File: config.mk
export PLATFORM = sky130hd
export DESIGN_NAME = addsub_seq_ctrl_flat
export DESIGN_NICKNAME = d
export VERILOG_FILES = /design/src/rtl/addsub_seq_ctrl_pkg.sv /design/src/rtl/addsub_seq_ctrl_if.sv /design/src/rtl/addsub_seq_ctrl.sv /design/src/flat_wrapper.sv
export SDC_FILE = /design/constraint.sdc
export NUM_CORES = 1
export LEC_CHECK = 0
export CAP_MARGIN = 10
export CORE_ASPECT_RATIO = 2
export CORE_MARGIN = 3
export CORE_UTILIZATION = 45
export DETAILED_ROUTE_END_ITERATION = 7
export PLACE_DENSITY = 0.76
export SYNTH_ARGS = -nofsm -noshare
export SYNTH_HDL_FRONTEND = slang
export SYNTH_SLANG_ARGS = --single-unit
File: constraint.sdc
create_clock -name clk -period 4.31 [get_ports clk]
set_clock_uncertainty 0.05 [all_clocks]
set_input_delay 0.6465 -clock clk [delete_from_list [all_inputs] [get_ports clk]]
set_output_delay 0.6465 -clock clk [all_outputs]
set_load 0.005 [all_outputs]
File: src/rtl/addsub_seq_ctrl_pkg.sv
// rtl/addsub_seq_ctrl_pkg.sv - shared types, constants and slice helper for the add/sub sequencer
package addsub_seq_ctrl_pkg;

  // Width of the shared add/subtract slice.
  localparam int NIBBLE_W = 4;

  // Sequencer states.
  typedef enum logic [1:0] {
    IDLE = 2'd0,
    RUN  = 2'd1,
    DONE = 2'd2
  } state_t;

  // 2-bit ripple adder built from propagate/generate terms.
  // Returns {carry_out, sum[1:0]}.
  function automatic logic [2:0] add2(input logic [1:0] x, input logic [1:0] y, input logic c);
    logic [1:0] p;
    logic [1:0] g;
    logic       c1;
    p  = x ^ y;
    g  = x & y;
    c1 = g[0] | (p[0] & c);
    return {g[1] | (p[1] & c1), p[1] ^ c1, p[0] ^ c};
  endfunction

endpackage

File: src/rtl/addsub_seq_ctrl_if.sv
// rtl/addsub_seq_ctrl_if.sv - operation request/result bundle for the add/sub sequencer
interface addsub_seq_ctrl_if #(
  parameter int NIBBLES = 4
);

  localparam int W = 4 * NIBBLES;

  logic         start;
  logic         k;
  logic [W-1:0] a;
  logic [W-1:0] b;
  logic         busy;
  logic         done;
  logic [W-1:0] sum;
  logic         cout;
  logic         ovf;

  // Requester side: issues operations and observes results.
  modport master (
    output start, k, a, b,
    input  busy, done, sum, cout, ovf
  );

  // Sequencer side.
  modport slave (
    input  start, k, a, b,
    output busy, done, sum, cout, ovf
  );

endinterface

File: src/rtl/addsub_seq_ctrl.sv
// rtl/addsub_seq_ctrl.sv - nibble-serial wide add/subtract sequencer driving an external 4-bit slice
module addsub_seq_ctrl
  import addsub_seq_ctrl_pkg::*;
#(
  parameter int NIBBLES = 4
) (
  input  logic                clk,
  input  logic                rst,
  addsub_seq_ctrl_if.slave    bus,
  output logic [NIBBLE_W-1:0] slice_a,
  output logic [NIBBLE_W-1:0] slice_b,
  output logic                slice_cin,
  input  logic [NIBBLE_W-1:0] slice_sum,
  input  logic                slice_cout
);

  localparam int W     = NIBBLE_W * NIBBLES;
  localparam int IDX_W = $clog2(NIBBLES);
  localparam logic [IDX_W-1:0] LAST_IDX = IDX_W'(NIBBLES - 1);

  state_t           state_q;
  state_t           state_d;
  logic             accept;
  logic             last;

  logic [W-1:0]     a_reg;
  logic [W-1:0]     b_reg;
  logic             k_reg;
  logic [IDX_W-1:0] idx;
  logic             carry;
  logic [W-1:0]     sum_reg;
  logic             cout_reg;
  logic             ovf_reg;
  logic             beff_msb;

  assign last     = (idx == LAST_IDX);
  assign beff_msb = b_reg[W-1] ^ k_reg;

  // State register.
  always_ff @(posedge clk) begin
    if (rst) begin
      state_q <= IDLE;
    end else begin
      state_q <= state_d;
    end
  end

  // Next state; a start is only taken in IDLE or DONE, never mid-run.
  always_comb begin
    state_d = state_q;
    accept  = 1'b0;
    case (state_q)
      IDLE: begin
        if (bus.start) begin
          accept  = 1'b1;
          state_d = RUN;
        end
      end
      RUN: begin
        if (last) begin
          state_d = DONE;
        end
      end
      DONE: begin
        if (bus.start) begin
          accept  = 1'b1;
          state_d = RUN;
        end else begin
          state_d = IDLE;
        end
      end
      default: state_d = IDLE;
    endcase
  end

  // Operand latch, nibble index, carry chain and result capture.
  always_ff @(posedge clk) begin
    if (rst) begin
      a_reg    <= '0;
      b_reg    <= '0;
      k_reg    <= 1'b0;
      idx      <= '0;
      carry    <= 1'b0;
      sum_reg  <= '0;
      cout_reg <= 1'b0;
      ovf_reg  <= 1'b0;
    end else if (accept) begin
      a_reg    <= bus.a;
      b_reg    <= bus.b;
      k_reg    <= bus.k;
      idx      <= '0;
      // Subtract is a + ~b + 1, so the chain starts with carry = k.
      carry    <= bus.k;
      cout_reg <= 1'b0;
      ovf_reg  <= 1'b0;
    end else if (state_q == RUN) begin
      for (int n = 0; n < NIBBLES; n++) begin
        if (idx == IDX_W'(n)) begin
          sum_reg[n*NIBBLE_W +: NIBBLE_W] <= slice_sum;
        end
      end
      carry <= slice_cout;
      if (!last) begin
        idx <= idx + 1'b1;
      end else begin
        // Flags are taken straight from the final slice result so they are
        // already valid in the done cycle; the top sum bit is slice_sum[3].
        cout_reg <= slice_cout;
        ovf_reg  <= (a_reg[W-1] == beff_msb) && (slice_sum[NIBBLE_W-1] != a_reg[W-1]);
      end
    end
  end

  // Slice operand select; held at zero outside RUN.
  always_comb begin
    slice_a   = '0;
    slice_b   = '0;
    slice_cin = 1'b0;
    if (state_q == RUN) begin
      for (int n = 0; n < NIBBLES; n++) begin
        if (idx == IDX_W'(n)) begin
          slice_a = a_reg[n*NIBBLE_W +: NIBBLE_W];
          slice_b = b_reg[n*NIBBLE_W +: NIBBLE_W] ^ {NIBBLE_W{k_reg}};
        end
      end
      slice_cin = carry;
    end
  end

  assign bus.busy = (state_q == RUN);
  assign bus.done = (state_q == DONE);
  assign bus.sum  = sum_reg;
  assign bus.cout = cout_reg;
  assign bus.ovf  = ovf_reg;

endmodule
File: src/flat_wrapper.sv
// flat-port wrapper written by rule: the top's interface ports become plain ports
module addsub_seq_ctrl_flat import addsub_seq_ctrl_pkg::*;
#(
  parameter int NIBBLES = 4
)
  (clk, rst, slice_a, slice_b, slice_cin, slice_sum, slice_cout, bus_start, bus_k, bus_a, bus_b, bus_busy, bus_done, bus_sum, bus_cout, bus_ovf);
  addsub_seq_ctrl_if #(.NIBBLES(NIBBLES)) bus_i ();
  input  logic clk;
  input  logic rst;
  output logic [NIBBLE_W-1:0] slice_a;
  output logic [NIBBLE_W-1:0] slice_b;
  output logic slice_cin;
  input  logic [NIBBLE_W-1:0] slice_sum;
  input  logic slice_cout;
  input wire logic [$bits(bus_i.start)-1:0] bus_start;
  input wire logic [$bits(bus_i.k)-1:0] bus_k;
  input wire logic [$bits(bus_i.a)-1:0] bus_a;
  input wire logic [$bits(bus_i.b)-1:0] bus_b;
  output wire logic [$bits(bus_i.busy)-1:0] bus_busy;
  output wire logic [$bits(bus_i.done)-1:0] bus_done;
  output wire logic [$bits(bus_i.sum)-1:0] bus_sum;
  output wire logic [$bits(bus_i.cout)-1:0] bus_cout;
  output wire logic [$bits(bus_i.ovf)-1:0] bus_ovf;
  assign bus_i.start = bus_start;
  assign bus_i.k = bus_k;
  assign bus_i.a = bus_a;
  assign bus_i.b = bus_b;
  assign bus_busy = bus_i.busy;
  assign bus_done = bus_i.done;
  assign bus_sum = bus_i.sum;
  assign bus_cout = bus_i.cout;
  assign bus_ovf = bus_i.ovf;
  addsub_seq_ctrl #(.NIBBLES(NIBBLES)) u_core (.clk(clk), .rst(rst), .bus(bus_i), .slice_a(slice_a), .slice_b(slice_b), .slice_cin(slice_cin), .slice_sum(slice_sum), .slice_cout(slice_cout));
endmodule
* After elaboration in Yosys (flattened, before gate mapping)
Cells that the tools add are included.
** Storage, ports and cells
- Register bits :: 56
- Input bits :: 41
- Output and inout bits :: 29
- Word-level logic and storage cells :: 61
** Cells by class
- Add/subtract/negate cells :: 1
- Equality and inequality tests :: 9
- Mux-type cells :: 19
- Bitwise gates (word level) :: 7
- Reductions and logical operators :: 13
** Operators with widths (count)
- $mux W4 :: 10
- $xor A4 B4 Y4 :: 4
- $reduce_and A3 Y1 :: 4
- $eq A2 B2 Y1 const B :: 3
- $mux W1 :: 6
- $pmux W2 S3 :: 1
- $reduce_and A2 Y1 :: 3
- $eq A2 B1 Y1 const B :: 2
- $logic_not A2 Y1 :: 2
- $mux W2 :: 2
- $reduce_or A2 Y1 :: 2
- $add A2 B1 Y2 const B :: 1
- $ne A2 B1 Y1 const B :: 1
- $ne A2 B2 Y1 const B :: 1
- $not A1 Y1 :: 2
- $reduce_bool A2 Y1 :: 1
- $eq A1 B1 Y1 :: 1
- $logic_and A1 B1 Y1 :: 1
- $ne A1 B1 Y1 :: 1
- $xor A1 B1 Y1 :: 1

* Depth between registers and ports, before layout
- Depth after elaboration :: 6
- Depth in mapped cells :: 8
- Gate-level depth less buffers :: 6

* Least setup slack after synthesis
Ideal clock, no wire load.
- Path kind :: register to output
- From :: register u_core.idx[1]
- To :: output port slice_b[3]
- Arrival time :: 1564 ps
- Required time :: 3614 ps
- Setup slack :: 2050 ps
- Cell stages (with the launch flop) :: 8
- Buffers on the path :: 1
- Path through :: dfxtp_1 inv_1 ha_1 buf_6 nand2b_4 o221a_1 o31a_1 a211oi_2
** Between the ends
- Cells in the longest elaborated chain, start to end :: 6
- Elaborated cells between the ends (all ways) :: 9
- Classes of those cells :: 3 x eq/ne; 5 x mux; 1 x reduce/logical
** RTL lines
- from (decl) :: line addsub_seq_ctrl.sv:29 : logic [IDX_W-1:0] idx;
- from (signal assigned) :: line addsub_seq_ctrl.sv:104 : idx <= idx + 1'b1;
- $logic_not A2 Y1 :: line addsub_seq_ctrl.sv:121 : if (idx == IDX_W'(n)) begin
- $mux W4 (3 in a row) :: line addsub_seq_ctrl.sv:121
- $mux W4 (*) :: line addsub_seq_ctrl.sv:121
- $mux W4 (*) :: line addsub_seq_ctrl.sv:119 : if (state_q == RUN) begin
- to (decl) :: line flat_wrapper.sv:11 : output logic [NIBBLE_W-1:0] slice_b;
Mark *: on every way between the ends. The rest lies on a longest branch, timed or not.

* Final worst setup path
Same ends and word-level chain as after synthesis.

==> metrics.csv <==
stage;metric;value;unit
setup_path;capturing point of the worst reg2reg path;u_core.bus.ovf$_SDFFE_PP0P_;
place;Detail Placement HPWL;4437;µm
clock_network;clock tree sinks;56;
clock_network;buffer levels on the longest clock path;2;
synth;largest family of logic cells by synthesized area;simple AND/OR/NAND/NOR gates;
synth;complex-gate fraction of the synthesized area;19.06;%
setup_path;largest fanout of any net on the critical path;19;
power;part of the power in registers;54.7;%
setup_path;instance count on the critical path;7;
sta;max frequency;287.0;MHz
finish;growth of design area from synthesis to finish;29.94;%
sta;worst hold slack across all endpoints;407.2;ps
synth;top_reg_cell synth;sky130_fd_sc_hd__dfxtp_1;
clock_network;post-cts resize count;0;
grt;maximum number of pins on one net before global-route repair;57;
clock_network;count of hold buffers inserted by post-cts repair;0;
finish;number of nets in the final layout;419;
grt;number of global-route vias before repair;2227;
sta;count of endpoints failing hold in the final timing report;0;
grt;number of antenna violations at the first check in global routing;0;
setup_path;Worst R2R Start;u_core.idx[0]$_SDFFE_PP0P_;
setup_path;critical path capture point;slice_b[3];
sta;shortest period the worst path allows;3484;ps
floorplanning;FP Rows;37;
run_status;result of the run;complete, no violations;
sta;Post-Route Setup TNS;0;ps
synth;Gate Count Post-Synth;321;
detailed_routing;DR DRC count;0;
hold_path;Tightest Hold Check Type;reg2reg;
sta;# setup viols final;0;
detailed_routing;drt initial violations;61;
setup_path;required time at the worst-slack endpoint;3610;ps
synth;Post-Syn Nets;367;
grt;final global-route overflow total;0;
setup_path;largest incremental delay on the critical path;530;ps
sta;Worst Tran Pin Value;965.0;ps
power;design internal power;0.0007587;W
synth;share of synthesized registers carrying an async set or reset;0;%
setup_path;category of the critical setup timing path;reg2out;
finish;layout cells sized above 1;4.011;%
clock_network;TritonCTS clock tree;done;
setup_path;cell type group with the largest total delay on the critical path;buffers and inverters;
clock_network;clock slew at the register clock pins of the worst setup and hold paths;100;ps
synth;Ys Warns;0;
flow_run;max_cap viols;0;
power;Combinational Power Share;16.5;%
setup_path;Critical path buffers and inverters;3;
finish;most common library cell in the layout ignoring fill and taps;sky130_fd_sc_hd__nand2_1;
synth;Adder-Cell Fraction of Synth Area;2.495;%
power;Cell Pwr Density;314.8;nW/µm²
synth;portion of netlist area occupied by mux cells;2.395;%
floorplanning;starting density of the core;47.51;%
grt;first-pass GRT wire length;10070;µm
setup_path;kind of start point of the critical path;flop;
power;switching part of the total;26.03;%
synth;library cell occupying the most area in the post-synthesis netlist;sky130_fd_sc_hd__dfxtp_1;
finish;ant diodes;0;
clock_network;Clock H-tree levels;2;
setup_path;CP cell instances;inv_1 > ha_1 > inv_1 > o221a_1 > o31a_1 > a211oi_2 > clkdlybuf4s50_1;
synth;number of storage elements in the synthesis netlist;56;
detailed_routing;Final ANT Viol Nets;0;
sta;setup repair after global routing missed its margin;false;
clock_network;Root Buffer;sky130_fd_sc_hd__clkbuf_8;
clock_network;post-CTS setup buffer count;0;
detailed_routing;vias post-DR;2301;
power;Leakage;1.183;nW
floorplanning;vertical die dimension;111.6;µm
setup_path;data arrival time of the worst path;2790;ps
place;Port Buffer Count;69;
sta;headroom to the max-slew limit;35.67;%
detailed_routing;total wire length;6014;µm
power;maximum vdd ir drop;0.0002541;V
finish;highest-count cells in the layout ignoring fill and taps;88 x sky130_fd_sc_hd__nand2_1, 68 x sky130_fd_sc_hd__clkdlybuf4s50_1, 56 x sky130_fd_sc_hd__a21oi_1, 56 x sky130_fd_sc_hd__dfxtp_1, 14 x sky130_fd_sc_hd__nor2_1;
detailed_routing;routed length per instance;13.92;µm
clock_network;clock latency on the worst-skew pair;310;ps
grt;global-route total usage across every layer;19.24;%
synth;Cell Area, Synth;2507;µm²
detailed_routing;vias per inst;5.326;
floorplanning;x dimension of the die;58.78;µm
setup_path;worst reg-to-reg path cell count;4;
synth;post-synthesis share of cell area spent on and, or, nand and nor gates;22.11;%
power;power share of the clock group;28.8;%
clock_network;CTS buffer count;5;
detailed_routing;DRT Pass-1 Iters;4;
synth;number of enable flip-flop cells after synthesis;0;
setup_path;Critical Path Sink Type;output pin;
setup_path;setup slack on the worst flop-to-flop path;2240;ps
setup_path;worst setup path start;u_core.idx[1]$_SDFFE_PP0P_;
power;switching pwr;0.0002671;W
synth;share of the synthesized netlist area taken by xor and xnor gates;3.144;%
sta;fraction of the cycle the final worst path needs;80.84;%
sta;Pins Over Slew Limit;0;
synth;area share of the largest cell type after synthesis;44.71;%
synth;sequential area share after synthesis;44.71;%
floorplanning;area of the core;5278;µm²
setup_path;CP max-delay cell;sky130_fd_sc_hd__ha_1;
synth;cells taking the most area after synthesis;sky130_fd_sc_hd__dfxtp_1 45%, sky130_fd_sc_hd__nand2_1 13%, sky130_fd_sc_hd__a21oi_1 11%, sky130_fd_sc_hd__nand3_1 2.6%, sky130_fd_sc_hd__ha_1 2.5%;
floorplanning;top-level I/O count;70;
synth;Post-Syn Area per Cell;7.811;µm²
floorplanning;Die Outline Area;6558;µm²
place;routability cong.;0.9089;
synth;number of distinct library cell variants in the gate-level netlist after synthesis;37;
setup_path;critical path's most frequent cell;sky130_fd_sc_hd__inv_1;
[cells in the mapped netlist, drive strengths merged, types with 2 or more instances]
| cell | instances |
|---|---|
| a221o | 4 |
| clkbuf | 14 |
| mux2i | 6 |
| nor2b | 4 |
| a21oi | 56 |
| dfxtp | 56 |
| o221ai | 2 |
| nor2 | 14 |
| xor2 | 2 |
| nand3 | 13 |
| nand2b | 3 |
| a211oi | 3 |
| ha | 5 |
| o21ai | 4 |
| buf | 12 |
| inv | 8 |
| nor3 | 4 |
| xnor2 | 7 |
| nand2 | 88 |
| o221a | 2 |
| a221oi | 2 |
| a22oi | 4 |
[routing by layer]
layer / track usage (%) / vias to the layer above / wire length [µm]
met5: 0 / - / 0
met4: 8.623 / 0 / 188
met3: 2.784 / 15 / 215
met2: 33.60 / 58 / 3279
met1: 22.17 / 1051 / 2331
li1: - / 1177 / -
[tightest hold or removal path, delay by kind of cell (launching register included)]
family | cells | cell delay, ps
AO/OA/AOI/OAI | 1 | 50
flip-flops | 1 | 320
AND/OR/NAND/NOR | 1 | 50
[cells by family after synthesis]
group | after synthesis
simple gates | 131
compound gates | 80
flops | 56
buf+inv | 34
xor+xnor | 9
mux | 6
fa+ha+maj | 5
[cell type report]
cell class,instances,area [µm²]
well taps,58,72.57
clock inverters,1,7.507
inverters,8,30.03
multi-input cells,231,1236
clock buffers,7,86.33
repair buffers,71,704.4
flip-flops and latches,56,1121
fillers,524,2019
[through the flow]
step | setup WS (ps) | utilization, % | cell area (µm²) | instances | total power (W)
floorplan | 2050 | - | 2507 | 321 | 0.0006692
global placement | 1259 | 59.74 | 3153 | 423 | 0.0007376
detailed placement | 1190 | 59.74 | 3153 | 423 | 0.0007420
CTS | 826.2 | 61.52 | 3247 | 431 | 0.001031
global route | 607.1 | 61.74 | 3258 | 432 | 0.001072
finish | 825.6 | 61.74 | 3258 | 432 | 0.001026
[power by group through the flow]
stage               Sequential [W]  Combinational [W]  Clock [W]
floorplan                 0.000565           0.000104          0
global placement          0.000572           0.000165          0
detailed placement        0.000573           0.000169          0
CTS                       0.000561           0.000170   0.000300
global route              0.000564           0.000190   0.000318
finish                    0.000561           0.000169   0.000295
[worst min path at each step]
stage,end,slack [ps],cells after the start,start
2_1_floorplan,u_core.a_reg[10]$_SDFFE_PP0P_,390,2,u_core.a_reg[10]$_SDFFE_PP0P_
3_3_place_gp,u_core.bus.sum[8]$_SDFFE_PP0P_,390,2,u_core.bus.sum[8]$_SDFFE_PP0P_
3_5_place_dp,u_core.bus.sum[10]$_SDFFE_PP0P_,400,2,u_core.bus.sum[10]$_SDFFE_PP0P_
4_1_cts,u_core.bus.sum[10]$_SDFFE_PP0P_,410,2,u_core.bus.sum[10]$_SDFFE_PP0P_
5_1_grt,u_core.a_reg[11]$_SDFFE_PP0P_,430,2,u_core.a_reg[11]$_SDFFE_PP0P_
6_report,u_core.bus.sum[10]$_SDFFE_PP0P_,410,2,u_core.bus.sum[10]$_SDFFE_PP0P_
No activity file was read; power rests on OpenSTA's default activity.
